==> config.mk <==
export PLATFORM = sky130hd
export DESIGN_NAME = i2s_slave_transmitter
export DESIGN_NICKNAME = d
export VERILOG_FILES = /design/src/rtl/i2s_slave_transmitter.sv
export SDC_FILE = /design/constraint.sdc
export NUM_CORES = 1
export LEC_CHECK = 0
export ABC_AREA = 1
export CELL_PAD_IN_SITES_DETAIL_PLACEMENT = 1
export CELL_PAD_IN_SITES_GLOBAL_PLACEMENT = 1
export CORE_ASPECT_RATIO = 0.5
export CORE_MARGIN = 1
export CORE_UTILIZATION = 50
export CTS_CLUSTER_DIAMETER = 120
export DETAILED_ROUTE_END_ITERATION = 10
export PLACE_DENSITY = 0.94
export SLEW_MARGIN = 40
export SYNTH_ARGS = -nofsm -noshare
export SYNTH_HDL_FRONTEND = slang
export SYNTH_SLANG_ARGS = --single-unit
export TNS_END_PERCENT = 10
==> constraint.sdc <==
create_clock -name clk -period 12.4 [get_ports clk]
set_clock_uncertainty 0.15 [all_clocks]
set_input_delay 3.1 -clock clk [delete_from_list [all_inputs] [get_ports clk]]
set_output_delay 3.1 -clock clk [all_outputs]
set_load 0.02 [all_outputs]
==> src/rtl/i2s_slave_transmitter.sv <==
// PCM-to-I2S serializer slaved to an external bclk/lrclk, with a stereo frame FIFO.
// Build option I2S_TX_LJ_EN: left-justified output (MSB at the boundary, no one-bit delay).
module i2s_slave_transmitter #(
    parameter int DATA_W      = 24,
    parameter int FIFO_DEPTH  = 4,
    parameter int SYNC_STAGES = 2
) (
    input  logic                          clk,
    input  logic                          reset,
    input  logic                          run,
    input  logic                          bclk_in,
    input  logic                          lrclk_in,
    input  logic                          l_data_en,
    input  logic                          r_data_en,
    input  logic [DATA_W-1:0]             l_data,
    input  logic [DATA_W-1:0]             r_data,
    output logic                          s_data,
    output logic                          frame_stb,
    output logic [$clog2(FIFO_DEPTH):0]   fifo_level,
    output logic [7:0]                    underrun_cnt,
    output logic                          overflow
);
    localparam int PTR_W = $clog2(FIFO_DEPTH);
    localparam int LVL_W = PTR_W + 1;
    localparam logic [LVL_W-1:0] FULL_LVL = LVL_W'(FIFO_DEPTH);

    typedef enum logic [1:0] {IDLE, WAIT_SYNC, ACTIVE} state_t;

    state_t                    state_q, state_d;
    logic [SYNC_STAGES-1:0]    bclk_sync_q, bclk_sync_d;
    logic [SYNC_STAGES-1:0]    lr_sync_q, lr_sync_d;
    logic                      bclk_last_q, bclk_last_d;
    logic                      lr_last_q, lr_last_d;
    logic                      run_last_q, run_last_d;
    logic                      s_data_q, s_data_d;
    logic                      frame_stb_q, frame_stb_d;
    logic [DATA_W-1:0]         shift_q, shift_d;
    logic [2*DATA_W-1:0]       frame_q, frame_d;
    logic [DATA_W-1:0]         l_hold_q, l_hold_d;
    logic [7:0]                underrun_q, underrun_d;
    logic                      overflow_q, overflow_d;
    logic [PTR_W-1:0]          wr_ptr_q, wr_ptr_d;
    logic [PTR_W-1:0]          rd_ptr_q, rd_ptr_d;
    logic [LVL_W-1:0]          level_q, level_d;
    logic [2*DATA_W-1:0]       fifo_mem_q [FIFO_DEPTH];

    logic                      fall_det, lr_sync, left_bnd, right_bnd;
    logic                      load_left, load_right, push_ok, pop;
    logic [DATA_W-1:0]         word;
    logic [2*DATA_W-1:0]       push_data;

    always_comb begin
        bclk_sync_d = {bclk_sync_q[SYNC_STAGES-2:0], bclk_in};
        lr_sync_d   = {lr_sync_q[SYNC_STAGES-2:0], lrclk_in};
        bclk_last_d = bclk_sync_q[SYNC_STAGES-1];
        fall_det    = bclk_last_q & ~bclk_sync_q[SYNC_STAGES-1];
        lr_sync     = lr_sync_q[SYNC_STAGES-1];
        left_bnd    = fall_det & ~lr_sync & lr_last_q;
        right_bnd   = fall_det & lr_sync & ~lr_last_q;
        lr_last_d   = fall_det ? lr_sync : lr_last_q;
        run_last_d  = run;

        state_d     = state_q;
        s_data_d    = s_data_q;
        shift_d     = shift_q;
        frame_d     = frame_q;
        frame_stb_d = 1'b0;
        underrun_d  = underrun_q;
        overflow_d  = overflow_q;
        l_hold_d    = l_hold_q;
        wr_ptr_d    = wr_ptr_q;
        rd_ptr_d    = rd_ptr_q;
        level_d     = level_q;
        push_ok     = 1'b0;
        pop         = 1'b0;
        load_left   = 1'b0;
        load_right  = 1'b0;
        word        = '0;
        push_data   = {(l_data_en ? l_data : l_hold_q), r_data};

        if (!run) begin
            state_d  = IDLE;
            s_data_d = 1'b0;
            shift_d  = '0;
            frame_d  = '0;
            l_hold_d = '0;
            wr_ptr_d = '0;
            rd_ptr_d = '0;
            level_d  = '0;
        end else begin
            if (!run_last_q) overflow_d = 1'b0;
            if (l_data_en) l_hold_d = l_data;

            case (state_q)
                IDLE: begin
                    state_d  = WAIT_SYNC;
                    s_data_d = 1'b0;
                end
                WAIT_SYNC: begin
                    s_data_d = 1'b0;
                    if (left_bnd) begin
                        state_d   = ACTIVE;
                        load_left = 1'b1;
                    end
                end
                ACTIVE: begin
                    if (left_bnd) begin
                        load_left = 1'b1;
                    end else if (right_bnd) begin
                        load_right = 1'b1;
                    end else if (fall_det) begin
                        s_data_d = shift_q[DATA_W-1];
                        shift_d  = {shift_q[DATA_W-2:0], 1'b0};
                    end
                end
                default: state_d = IDLE;
            endcase

            if (load_left) begin
                if (level_q != '0) begin
                    pop         = 1'b1;
                    frame_d     = fifo_mem_q[rd_ptr_q];
                    frame_stb_d = 1'b1;
                end else begin
                    frame_d = '0;
                    if (underrun_q != 8'hFF) underrun_d = underrun_q + 8'd1;
                end
                word = frame_d[2*DATA_W-1:DATA_W];
            end else if (load_right) begin
                word = frame_q[DATA_W-1:0];
            end

            if (load_left || load_right) begin
`ifdef I2S_TX_LJ_EN
                s_data_d = word[DATA_W-1];
                shift_d  = {word[DATA_W-2:0], 1'b0};
`else
                s_data_d = 1'b0;
                shift_d  = word;
`endif
            end

            // a pop in the same cycle frees the slot, so a push while full is still taken
            if (r_data_en) begin
                if (level_q != FULL_LVL || pop) push_ok = 1'b1;
                else                            overflow_d = 1'b1;
            end
            if (pop)     rd_ptr_d = rd_ptr_q + 1'b1;
            if (push_ok) wr_ptr_d = wr_ptr_q + 1'b1;
            level_d = level_q + LVL_W'(push_ok) - LVL_W'(pop);
        end
    end

    always_ff @(posedge clk) begin
        if (reset) begin
            state_q     <= IDLE;
            bclk_sync_q <= '0;
            lr_sync_q   <= '0;
            bclk_last_q <= 1'b0;
            lr_last_q   <= 1'b0;
            run_last_q  <= 1'b0;
            s_data_q    <= 1'b0;
            frame_stb_q <= 1'b0;
            shift_q     <= '0;
            frame_q     <= '0;
            l_hold_q    <= '0;
            underrun_q  <= '0;
            overflow_q  <= 1'b0;
            wr_ptr_q    <= '0;
            rd_ptr_q    <= '0;
            level_q     <= '0;
        end else begin
            state_q     <= state_d;
            bclk_sync_q <= bclk_sync_d;
            lr_sync_q   <= lr_sync_d;
            bclk_last_q <= bclk_last_d;
            lr_last_q   <= lr_last_d;
            run_last_q  <= run_last_d;
            s_data_q    <= s_data_d;
            frame_stb_q <= frame_stb_d;
            shift_q     <= shift_d;
            frame_q     <= frame_d;
            l_hold_q    <= l_hold_d;
            underrun_q  <= underrun_d;
            overflow_q  <= overflow_d;
            wr_ptr_q    <= wr_ptr_d;
            rd_ptr_q    <= rd_ptr_d;
            level_q     <= level_d;
        end
    end

    always_ff @(posedge clk) begin
        if (push_ok) fifo_mem_q[wr_ptr_q] <= push_data;
    end

    assign s_data       = s_data_q;
    assign frame_stb    = frame_stb_q;
    assign fifo_level   = level_q;
    assign underrun_cnt = underrun_q;
    assign overflow     = overflow_q;
endmodule

==> metrics.txt <==
worst hold path type=reg2reg; CTS Buf Count=26; GR Util met2=0.524; first-pass GRT wire length=between 50 and 60 mm; Power Total=a little under 2 mW; Port Buffer Count=68; CTS sink count=293; HPWL after DPL=21.2 mm; clock root cell=clkbuf_16; M3 GR Usage=0.0582; CTS Hold Bufs=0; top post-synthesis cells by area=edfxtp_1 (49%), dfxtp_1 (17%), nand2_1 (8.4%); GPL Wtd Cong=0.778; vias in the first global route=9638; Post-DRT Antenna Nets=0; Max Cap Violations=0; Setup-failing EPs final=0; Setup crit start kind=input pin; antenna violations before repair=1; vias per cell=~6.0; Total Neg Setup Slack=0 ps; Post-Syn Nets=1224; Rel. slew slack=0.457; placed inst area=12600 um^2; area share of the largest cell type after synthesis=0.492; critical path arrival=5690 ps; synth unique cells=37; Post-Synthesis Cells=1157; Syn. warnings=0; CORE AREA=22900 um^2; commonest cells after routing, fill and taps aside=nand2_1 (263), edfxtp_1 (192), nor2_1 (161); outcome=completed; dpl ws=roughly 6500 ps; most common cell after layout, fill and taps aside=nand2_1; Residual DRC=0; fmax=184 MHz; Yosys top cell by area=edfxtp_1; RSZ-0062 raised after global routing=false; share of the yosys chip area belonging to registers=0.665; CTS Buffer Depth=3; Tmin final=5430 ps; #FFs+latches synth=293; cell area after synthesis=11700 um^2; detailed-router iteration count before antenna repair=5; Tcrit/Tclk final=0.438; CTS tree=yes; WS Path Type=in2reg; # diodes=0; die area=24100 um^2; met1 Track Usage GR=0.379; peak supply drop=87.2 uV; chip width=~220 um; final slew viol count=0; layout cells sized above 1=0.0597; final instance area=13500 um^2; Pwr Density=145 nW/um^2; initial DRC count=1000; # IOs=69; Crit Path Max Fanout=51; fin nets=1270; WL/cell=23.9 um; Chip Height=110 um; clk_lat worst skew=~540 ps; row cnt=39; H-Tree Level Count=1; mean post-synth cell area=10.1 um^2; WHS=269 ps; GRT busiest layer=met2; cts repair resizes=0; GR Overflow Total=0; CP Capture Type=register; final hold viol count=0; setup bufs post-CTS=0; via count=9151; CP required=12650 ps; Leak=4.87 nW; PnR worst setup slack=6970 ps; Post-Route WL=about 37 mm; largest net degree at the start of global routing=83; P&R area growth vs syn=15.0%; Slew @ Worst Pin=about 800 ps; GRT Total Usage=0.304; initial core utilization=0.512; Worst-path clk slew=80 ps
-- kinds of logic (layout without fill, tap and decap cells) --
logic type / after synthesis / after routing / synth area share
buffers and inverters: 124 / 190 / 0.0439
flip-flops: 293 / 293 / 0.665
XOR/XNOR: 6 / 6 / 0.00449
AO/OA/AOI/OAI: 241 / 241 / 0.106
adder cells (fa/ha/maj): 12 / 12 / 0.0135
AND/OR/NAND/NOR: 481 / 481 / 0.167
-- cell type report --
cell class	count	area [um^2]
Clock inverter	10	75.1
Sequential cell	293	7790
Clock buffer	38	737
Fill cell	2422	9410
Multi-Input combinational cell	740	3440
Tap cell	307	384
Inverter	62	235
Timing Repair Buffer	80	811
-- sequential cells by signal, indices dropped and copies added, names as in the netlist, named ones only --
signal / flops
fifo_mem_q: 192
frame_q: 24
l_hold_q: 24
shift_q: 24
underrun_cnt: 8
fifo_level: 3
bclk_sync_q: 2
lr_sync_q: 2
rd_ptr_q: 2
state_q: 2
wr_ptr_q: 2
bclk_last_q: 1
frame_stb: 1
lr_last_q: 1
overflow: 1
run_last_q: 1
s_data: 1
-- per-stage QoR --
stage,cells,util
2_1_floorplan,1157,-
3_3_place_gp,1480,0.551
3_5_place_dp,1480,0.551
4_1_cts,1528,0.586
5_1_grt,1530,0.589
6_report,1530,0.589
-- critical path, stage by stage --
cell             delay [ps]
clkdlybuf4s50_1         750
nor2_2                  380
buf_4                   400
clkinv_1                210
buf_4                   340
o21ai_0                 460
-- final timing paths --
path	slack [ps]	start	depth (start not counted)	to
max	6970	reset	6	frame_q[0]
min	270	bclk_sync_q[0]	2	bclk_sync_q[1]
max reg2reg	8370	state_q[1]	7	fifo_mem_q[0][6]
min reg2reg	270	bclk_sync_q[0]	2	bclk_sync_q[1]
-- synthesized netlist by cell type (all sizes together) --
cell type / n
a211oi: 1
a21oi: 64
a31oi: 2
buf: 27
clkbuf: 35
clkinv: 1
dfxtp: 101
edfxtp: 192
fa: 1
ha: 11
inv: 61
nand2: 265
nand3: 38
nand3b: 1
nand4: 4
nor2: 170
nor2b: 1
nor3: 2
o211ai: 1
o21a: 1
o21ai: 148
o22ai: 24
xnor2: 3
xor2: 3
-- report_power, final --
part	internal, mW	leakage [nW]	switching [mW]	total (mW)
registers	1.06	2.58	0.00646	1.06
clock network	0.434	0.399	0.369	0.803
logic	0.0275	1.90	0.0541	0.0816
total	1.52	4.87	0.430	1.95
-- metal layers --
layer  up-vias  share of wire
met5         -              0
met4         0          0.037
met3       125          0.077
met2       497           0.49
met1      4529           0.39
li1       4000              -
Note: power is estimated with default switching activity, not from simulation.
